--- src/rtl/wb_stage.sv ---
// MEM/WB pipeline register plus writeback: result select, register-file write port,
// forwarding bus, sticky halt flag and a saturating retired-instruction counter.
module wb_stage #(
  parameter int unsigned DATA_W       = 16,
  parameter int unsigned REG_AW       = 3,
  parameter int unsigned CNT_W        = 32,
  parameter bit          BYTE_LOAD_EN = 1'b1
) (
  input  logic              clk,
  input  logic              rst,
  input  logic              stall,
  input  logic              flush,
  input  logic              in_valid,
  input  logic [DATA_W-1:0] in_readData,
  input  logic [DATA_W-1:0] in_aluResult,
  input  logic [DATA_W-1:0] in_nextPC,
  input  logic              in_isMemToReg,
  input  logic              in_isByteLoad,
  input  logic              in_isJAL,
  input  logic              in_writeEn,
  input  logic [REG_AW-1:0] in_writeReg,
  input  logic              in_halt,
  output logic              regWrite,
  output logic [REG_AW-1:0] writeReg,
  output logic [DATA_W-1:0] writeData,
  output logic              fwdValid,
  output logic [REG_AW-1:0] fwdReg,
  output logic [DATA_W-1:0] fwdData,
  output logic              halted,
  output logic [CNT_W-1:0]  retireCount
);

  logic              valid_q, valid_d;
  logic [DATA_W-1:0] read_data_q, alu_result_q, next_pc_q;
  logic              is_mem_to_reg_q, is_byte_load_q, is_jal_q;
  logic              write_en_q, halt_q;
  logic [REG_AW-1:0] write_reg_q;
  logic              halted_q, halted_d;
  logic [CNT_W-1:0]  retire_cnt_q, retire_cnt_d;
  logic [DATA_W-1:0] wdata_hold_q, wdata_hold_d;
  logic [REG_AW-1:0] wreg_hold_q, wreg_hold_d;

  logic              load_en;
  logic              retire;
  logic              reg_write;
  logic [DATA_W-1:0] byte_ext;
  logic [DATA_W-1:0] result;

  // Data fields only move on a plain advance; a flush merely kills valid.
  assign load_en = ~halted_q & ~flush & ~stall;

  always_comb begin
    valid_d = valid_q;
    if (halted_q || flush) begin
      valid_d = 1'b0;
    end else if (!stall) begin
      valid_d = in_valid;
    end
  end

  assign byte_ext = {{(DATA_W-8){read_data_q[7]}}, read_data_q[7:0]};

  always_comb begin
    result = alu_result_q;
    if (is_jal_q) begin
      result = next_pc_q;
    end else if (is_mem_to_reg_q && is_byte_load_q && BYTE_LOAD_EN) begin
      result = byte_ext;
    end else if (is_mem_to_reg_q) begin
      result = read_data_q;
    end
  end

  assign reg_write = valid_q & write_en_q & ~halted_q;

  // Anything left in the stage behind a HALT is squashed, so it is never counted.
  assign retire = valid_q & ~stall & ~halted_q;

  always_comb begin
    retire_cnt_d = retire_cnt_q;
    if (retire && (retire_cnt_q != {CNT_W{1'b1}})) begin
      retire_cnt_d = retire_cnt_q + CNT_W'(1);
    end
  end

  assign halted_d     = halted_q | (valid_q & halt_q & ~stall);
  assign wdata_hold_d = reg_write ? result : wdata_hold_q;
  assign wreg_hold_d  = reg_write ? write_reg_q : wreg_hold_q;

  always_ff @(posedge clk or posedge rst) begin
    if (rst) begin
      valid_q         <= 1'b0;
      read_data_q     <= '0;
      alu_result_q    <= '0;
      next_pc_q       <= '0;
      is_mem_to_reg_q <= 1'b0;
      is_byte_load_q  <= 1'b0;
      is_jal_q        <= 1'b0;
      write_en_q      <= 1'b0;
      write_reg_q     <= '0;
      halt_q          <= 1'b0;
      halted_q        <= 1'b0;
      retire_cnt_q    <= '0;
      wdata_hold_q    <= '0;
      wreg_hold_q     <= '0;
    end else begin
      valid_q      <= valid_d;
      halted_q     <= halted_d;
      retire_cnt_q <= retire_cnt_d;
      wdata_hold_q <= wdata_hold_d;
      wreg_hold_q  <= wreg_hold_d;
      if (load_en) begin
        read_data_q     <= in_readData;
        alu_result_q    <= in_aluResult;
        next_pc_q       <= in_nextPC;
        is_mem_to_reg_q <= in_isMemToReg;
        is_byte_load_q  <= in_isByteLoad;
        is_jal_q        <= in_isJAL;
        write_en_q      <= in_writeEn;
        write_reg_q     <= in_writeReg;
        halt_q          <= in_halt;
      end
    end
  end

  assign regWrite    = reg_write;
  assign writeReg    = reg_write ? write_reg_q : wreg_hold_q;
  assign writeData   = reg_write ? result : wdata_hold_q;
  assign fwdValid    = regWrite;
  assign fwdReg      = writeReg;
  assign fwdData     = writeData;
  assign halted      = halted_q;
  assign retireCount = retire_cnt_q;

endmodule

--- config.mk ---
export PLATFORM = sky130hd
export DESIGN_NAME = wb_stage
export DESIGN_NICKNAME = d
export VERILOG_FILES = /design/src/rtl/wb_stage.sv
export SDC_FILE = /design/constraint.sdc
export NUM_CORES = 1
export LEC_CHECK = 0
export ABC_AREA = 1
export ABC_CLOCK_PERIOD_IN_PS = 11000
export CELL_PAD_IN_SITES_DETAIL_PLACEMENT = 1
export CELL_PAD_IN_SITES_GLOBAL_PLACEMENT = 1
export CORE_AREA = 2 2 121 123
export CTS_CLUSTER_DIAMETER = 150
export CTS_CLUSTER_SIZE = 30
export DETAILED_ROUTE_END_ITERATION = 8
export DIE_AREA = 0 0 123 125
export PLACE_DENSITY = 0.88
export RECOVER_POWER = 50
export SYNTH_ARGS = -nofsm -noshare
export SYNTH_HDL_FRONTEND = slang
export SYNTH_SLANG_ARGS = --single-unit
--- constraint.sdc ---
create_clock -name clk -period 11 [get_ports clk]
set_input_delay 2.75 -clock clk [delete_from_list [all_inputs] [get_ports clk]]
set_output_delay 2.75 -clock clk [all_outputs]
set_load 0.1 [all_outputs]
After elaboration in Yosys (flattened, before gate mapping)

Index checks and enable logic that the tools add are counted.

Register bits after elaboration: 109
Bits of input ports: 61
Output and inout port bits: 73
Word-level logic and storage cells: 39

Add/subtract/negate cells: 1
Equality and inequality tests: 2
Muxes and demuxes: 7
Bitwise logic cells: 12
Reductions and logical operators: 3

Operators by type and width:

| operator              | count |
|---|---|
| $mux 16               | 4 |
| $add 32x1->32 const B | 1 |
| $ne 32x32->1 const B  | 1 |
| $and 1x1->1           | 8 |
| $mux 3                | 1 |
| $not 1->1             | 3 |
| $logic_and 1x1->1     | 2 |
| $mux 1                | 2 |
| $ne 2x1->1 const B    | 1 |
| $logic_or 1x1->1      | 1 |
| $or 1x1->1            | 1 |

Longest topological paths before layout

Gate-level depths: netlist (run 1).

Depth after elaboration: 4
Gate-level depth with buffers: 10

Worst setup path after synthesis (run 1)

Ideal clock, no wire load.

Path type: reg2out
Start: register halted_q, in the netlist halted
End: output port writeData[10]
Data arrival time: 4549 ps
Required time: 8250 ps
Path slack: 3701 ps
Stages on the path, launching flop included: 7
Buffers on the path: 1
Cells stage by stage: dfrtp_1 -> inv_1 -> nand3_1 -> clkinv_1 -> o21ai_0 -> o21ai_0 -> buf_4

Longest elaborated chain between the ends: 3

RTL lines:

| element                | line | text |
|---|---|---|
| start, declared        | 38   | `logic halted_q, halted_d;` |
| start signal, assigned | 108  | `halted_q <= halted_d;` |
| $not 1->1              | 74   | `assign reg_write = valid_q & write_en_q & ~halted_q;` |
| $and 1x1->1            | 74   |  |
| named net fwdValid     | 26   | `output logic fwdValid,` |
| $mux 16                | 128  | `assign writeData = reg_write ? result : wdata_hold_q;` |
| end, declared          | 25   | `output logic [DATA_W-1:0] writeData,` |

The timed path passes the listed nets, and every way through them passes these cells.

==> run summary, run 1 <==
Outcome: finished with violations
Failing checks: capacitance limit, slew limit
TNS Setup: 0 ns
WS Path Type: primary input to asynchronous set/reset pin
Vias post-DR: 4,867
Die Ht: 125 um
Synth cell types: 31
Synth Area in Compound Gates: 0.0703
Worst-path clk slew: 0.07 ns
Xor and xnor area share after synthesis: 0.0173
CTS tree: yes
Max Fanout on Critical Path: 72
Detailed Routing Iterations Pass 1: 4
Placer Congestion: 0.858
Initial DRC count: 218
ANT cells: 0
Overall power: 0.774 mW
Reg2reg path depth: 5
Syn Nets: 729
Initial antenna violation count: 0
Synth Warn #: 0
Min Tclk post-route: 7.61 ns
Crit path arrival time: 7.19 ns
Largest family of logic cells by synthesized area: simple AND/OR/NAND/NOR gates
R2r startpoint: halted
Cts hold-fix bufs: 0
Final setup skew: 0.00817 ns
CP max-delay cell: clkbuf_1
Achievable Freq: 131 MHz
Cell Area, Synth: 5560 sq um
Reg2reg end: wdata_hold_q[10]
Width of the die: 123 um
Crit path to: next_pc_q[14]
Vias in the first global route: 5,259
Ratio of cells with drive above 1 in the final layout: 0.101
Leak: 3.20 nW
Antenna Nets Post-Route: 0
CTS Root Cell: clkbuf_16
Std-Cell Rows: 44
Core area: 14,200 sq um
Worst path bufs/invs: 3
Total global-route track usage: 0.220
Vias per Instance: 5.07
Max-slew violations: 112
Critical path startpoint category: primary input
Clock Latency Late Sink: 0.36 ns
Most common cell after layout, fill and taps aside: nand2_1
TritonCTS buffer count: 9
Maximum clock insertion buffer count: 2
Adder-Cell Fraction of Synth Area: 0.00225
Overflow after GRT: 0
First-pass GRT wire length: 26,500 um
Worst-Margin Slew: 3.83 ns
VDD IR max: 0.0000786 V
P per Cell Area: 109 nW/um^2
DPL Wire Length: 12,000 um
R2R Setup Slk: 8.50 ns
Total Wirelength: 16,300 um
Starting Density: 0.391
# IOs: 134
IO buf count: 133
Post-synthesis mux area share: 0.0750
Clock sink count: 109
CTS resizes: 0
Seq/Total Area, Yosys: 0.491
CP Capture Type: asynchronous set/reset pin
Final Hold Viols: 0
CP delay by family, top: buffers and inverters
CP peak stage delay: 2.76 ns
H-tree Lvls: 3
FF+latch count, synth: 109
Detail-routed net length per standard cell: 16.9 um
Setup bufs post-CTS: 0
Post-synth ARST share: 1.00
RSZ-0062 raised after global routing: false
Area grow syn2layout: 28.2%
Final Setup Violations: 0
Worst path depth: 3
Crit path required time: 10.58 ns
Mean area per synthesized cell: 8.33 sq um
Post-route DRC: 0
Largest net degree at the start of global routing: 73
Die area: 15,400 sq um
Number of synthesized flops with an enable pin: 0
Top FF cell, synth: dfrtp_1
Min-Delay Path Class: flip-flop to flip-flop
Post-route clock period utilization: 0.692
Commonest non-fill, non-tap cells in the layout: nand2_1, clkdlybuf4s50_1, dfrtp_1, nor2_1, inv_1
Post-Syn Instances: 667
Crit-path cells: dlygate4sd3_1 > clkinvlp_2 > clkbuf_1
Crit path launch: rst
Final #Nets: 834
Relative slew slack: -1.56
Simple-Gate Fraction of Synth Area: 0.260
Max-cap violation count: 2
-- sequential cells by signal (all words and copies together) (netlist names), 3 cells and up --
register,flops
alu_result_q,16
read_data_q,16
next_pc_q,16
retireCount,32
wdata_hold_q,16
wreg_hold_q,3
write_reg_q,3
-- worst min-delay path by stage --
stage | start | to | cells after the start | slack, ns
2_1_floorplan | halt_q | halted | 2 | 0.47
3_3_place_gp | next_pc_q[8] | next_pc_q[8] | 1 | 0.48
3_5_place_dp | alu_result_q[3] | alu_result_q[3] | 1 | 0.49
4_1_cts | next_pc_q[13] | next_pc_q[13] | 1 | 0.51
5_1_grt | alu_result_q[3] | alu_result_q[3] | 1 | 0.52
6_report | next_pc_q[13] | next_pc_q[13] | 1 | 0.51
-- through the flow --
step	util	hold WS [ns]	cells	cell area (sq um)	setup WS, ns
global route	0.501	0.515	960	7120	2.44
CTS	0.502	0.511	960	7130	4.24
global placement	0.483	0.484	945	6860	4.89
floorplan	-	0.466	667	5560	3.70
detailed placement	0.483	0.494	945	6860	4.64
finish	0.501	0.506	960	7120	3.39
-- synth_stat cells (2+ instances only) --
library cell | count | share of area
buf_2 | 7 | 0.0063
dfrtp_1 | 109 | 0.49
nand3_1 | 20 | 0.018
xor2_1 | 3 | 0.0047
o21ai_0 | 30 | 0.027
a21oi_1 | 35 | 0.032
clkbuf_1 | 10 | 0.0068
xnor2_1 | 8 | 0.013
nor3_1 | 3 | 0.0027
o22ai_1 | 7 | 0.0079
inv_1 | 46 | 0.031
nor2_4 | 3 | 0.0061
nor2_2 | 6 | 0.0068
nor2_1 | 72 | 0.049
nand2_2 | 8 | 0.0090
mux2_2 | 37 | 0.075
nand2_1 | 221 | 0.15
buf_4 | 20 | 0.027
buf_6 | 2 | 0.0041
inv_2 | 3 | 0.0020
nand3b_1 | 7 | 0.0095
-- worst reg2reg max path, stage by stage, from the launching register on --
cell,delay (ns)
dfrtp_1,0.39
inv_1,0.10
nand3_1,0.81
clkinv_1,0.56
o21ai_0,0.15
o21ai_0,0.36
-- cell families (layout without fill, tap and decap cells) --
kind of cell / after synthesis / in the layout
adder cells (fa/ha/maj): 1 / 1
AND/OR/NAND/NOR: 344 / 344
buffers and inverters: 91 / 200
multiplexers: 37 / 37
XOR/XNOR: 11 / 11
AO/OA/AOI/OAI: 74 / 74
flip-flops: 109 / 109
-- final cells by class --
type                       count  area (sq um)
clock buffer                  11           243
clock inverter                 4          31.3
fill                        1704          7080
inverter                      50           189
multi-input combinational    467          2360
sequential                   109          2730
tap                          184           230
timing repair buffer         135          1340
-- report_power, final --
part / internal [mW] / switching [mW]
registers: 0.408 / 0.00535
clock network: 0.161 / 0.154
logic: 0.0256 / 0.0201
-- per-layer routing --
metal	share of wire	vias to the layer above	track usage
met5	0	-	0
met4	0.023	0	0.0722
met3	0.053	29	0.0474
met2	0.51	142	0.395
met1	0.41	2398	0.259
li1	-	2298	-
No activity file was read; power rests on OpenSTA's default activity.
==> run 2: changes to the inputs <==
ABC_CLOCK_PERIOD_IN_PS = 6260   (was 11000)
CORE_AREA = 2 2 133 135   (was 2 2 121 123)
DIE_AREA = 0 0 135 137   (was 0 0 123 125)
PLACE_DENSITY = 0.78   (was 0.88)
clock period = 6.26 ns   (was 11 ns; I/O delays follow)
==> run 2 against run 1 <==
Compared with the run above: the run still ends with capacitance limit, slew limit left; non-clock buffer count rose by 1; critical path depth rose by 3; clock power rose by 82%; flip-flop and latch count did not move; final cell count rose by 4.5%; worst hold slack got worse by 0.0030 ns; global-route usage fell by 4.6 points; utilization fell by 7.9 points; wire length fell by 5.2%; sequential share of layout area fell by 0.40 points; register-to-register slack got worse by 4.5 ns; die area rose by 20%; largest power group unchanged.
==> run summary, run 2 (synthesis gave the netlist of run 1 again) <==
TritonCTS buffer count: 9 (unchanged)
Setup bufs post-CTS: 0 (unchanged)
H-tree Lvls: 3 (unchanged)
Area grow syn2layout: 29.6%
CP Capture Type: output pin
Initial antenna violation count: 0 (unchanged)
Reg2reg path depth: 5 (unchanged)
Placed cell count: 987 (+4.4%)
Worst-Margin Slew: 3.41 ns (-0.425 ns)
P per Cell Area: 191 nW/um^2 (+76%)
Largest net degree at the start of global routing: 74 (+1.4%)
Crit path required time: 4.70 ns (-5.88 ns)
Max-cap violation count: 1 (-1)
Die Ht: 137 um (+9.6%)
Hold_sp: next_pc_q[12]
Width of the die: 135 um (+9.8%)
RSZ-0062 raised after global routing: false
Std-Cell Rows: 48 (+9.1%)
Min-Delay Path Class: flip-flop to flip-flop
Detail-routed net length per standard cell: 15.4 um (-9.2%)
Post-route clock period utilization: 0.842
Total Wirelength: 15,400 um (-5.2%)
Non-Filler Instances: 1,003 (+4.5%)
Maximum clock insertion buffer count: 2 (unchanged)
Final Hold Viols: 0 (unchanged)
DPL Wire Length: 11,200 um (-6.7%)
Crit path arrival time: 3.71 ns (-3.48 ns)
Clock Latency Late Sink: 0.36 ns (about the same)
Most common cell after layout, fill and taps aside: nand2_1
Worst-path clk slew: 0.07 ns (about the same)
R2r startpoint: is_mem_to_reg_q
Hold EP: next_pc_q[12]
Max-slew violations: 74 (-34%)
Cts hold-fix bufs: 0 (unchanged)
WS Path Type: flip-flop to output pin
Max reg flops: 32 (unchanged)
TNS Setup: 0 ns (unchanged)
# IOs: 134 (unchanged)
Starting Density: 0.326 (-0.0654)
ANT cells: 0 (unchanged)
R2R Setup Slk: 3.99 ns (-4.51 ns)
Reg2reg end: wdata_hold_q[13]
Vias per Instance: 4.67 (-7.8%)
Failing checks: capacitance limit, slew limit
Leak: 3.21 nW (+0.44%)
Ratio of cells with drive above 1 in the final layout: 0.102 (+0.00103)
Post-route DRC: 0 (unchanged)
Final Setup Violations: 0 (unchanged)
IO buf count: 133 (unchanged)
Max Fanout on Critical Path: 17 (-76%)
Total global-route track usage: 0.174 (-0.0464)
Vias in the first global route: 4,919 (-6.5%)
First-pass GRT wire length: 25,300 um (-4.7%)
Overflow after GRT: 0 (unchanged)
Achievable Freq: 190 MHz
Antenna Nets Post-Route: 0 (unchanged)
Design area: 7200 sq um (+1.1%)
Setup WS pre-CTS: 1.54 ns (-3.11 ns)
VDD IR max: 0.000131 V (+66%)
Core Util, Final: 0.422 (-0.0795)
Die area: 18,500 sq um (+20%)
CTS resizes: 0 (unchanged)
Relative slew slack: -1.28 (+0.271)
CTS Root Cell: clkbuf_16
Outcome: finished with violations
WHS Path Cells: 1 (unchanged)
Setup ws final: 0.987 ns (-2.41 ns)
Vias post-DR: 4,689 (-3.7%)
Critical path startpoint category: flip-flop
Commonest non-fill, non-tap cells in the layout: nand2_1, clkdlybuf4s50_1, dfrtp_1, nor2_1, inv_1
Min Tclk post-route: 5.27 ns
Clock sink count: 109 (unchanged)
Final setup skew: 0.00680 ns (-0.00137 ns)
Initial DRC count: 224 (+2.8%)
Placer Congestion: 0.797 (-7.2%)
Core area: 17,100 sq um (+20%)
Area after DPL: 6920 sq um (+0.86%)
Detailed Routing Iterations Pass 1: 4 (unchanged)
CTS tree: yes
Final hold slack: 0.503 ns (-0.00305 ns)
Overall power: 1.38 mW (+78%)
Final #Nets: 835 (+0.12%)
run 2: worst max-delay path by stage:
stage	startpoint	end	slack [ns]	depth (start not counted)
floorplan	halted	writeData[10]	0.15	6
global placement	is_mem_to_reg_q	fwdData[13]	1.67	6
detailed placement	is_mem_to_reg_q	writeData[13]	1.54	6
CTS	is_mem_to_reg_q	writeData[13]	1.13	6
global route	is_mem_to_reg_q	writeData[9]	0.82	6
finish	is_mem_to_reg_q	writeData[13]	0.99	6
run 2: area by class of cell:
class	count	area [sq um]
flip-flops and latches	109	2730
inverters	50	189
repair buffers	136	1350
clock inverters	6	53.8
clock buffers	10	239
multi-input cells	467	2360
fillers	2072	9860
well taps	225	282
run 2: power by group:
part           leakage, nW  internal, mW  total (mW)  switching, mW
logic                 1.65        0.0448      0.0776         0.0328
registers             1.41         0.717       0.726        0.00865
clock network        0.147         0.289       0.574          0.285
run 2: critical path, cell delays in order (launching register included):
cell             delay [ns]
dfrtp_1                0.73
inv_1                  0.33
or2_0                  0.44
o22ai_1                0.18
nor2_1                 0.07
o21ai_0                0.37
clkdlybuf4s50_1        1.23
run 2: metal layers:
layer,part of all wire,GRT usage,vias to the layer above
li1,-,-,2299
met1,0.46,0.228,2278
met2,0.48,0.296,100
met3,0.041,0.0267,12
met4,0.013,0.0550,0
met5,0,0,-
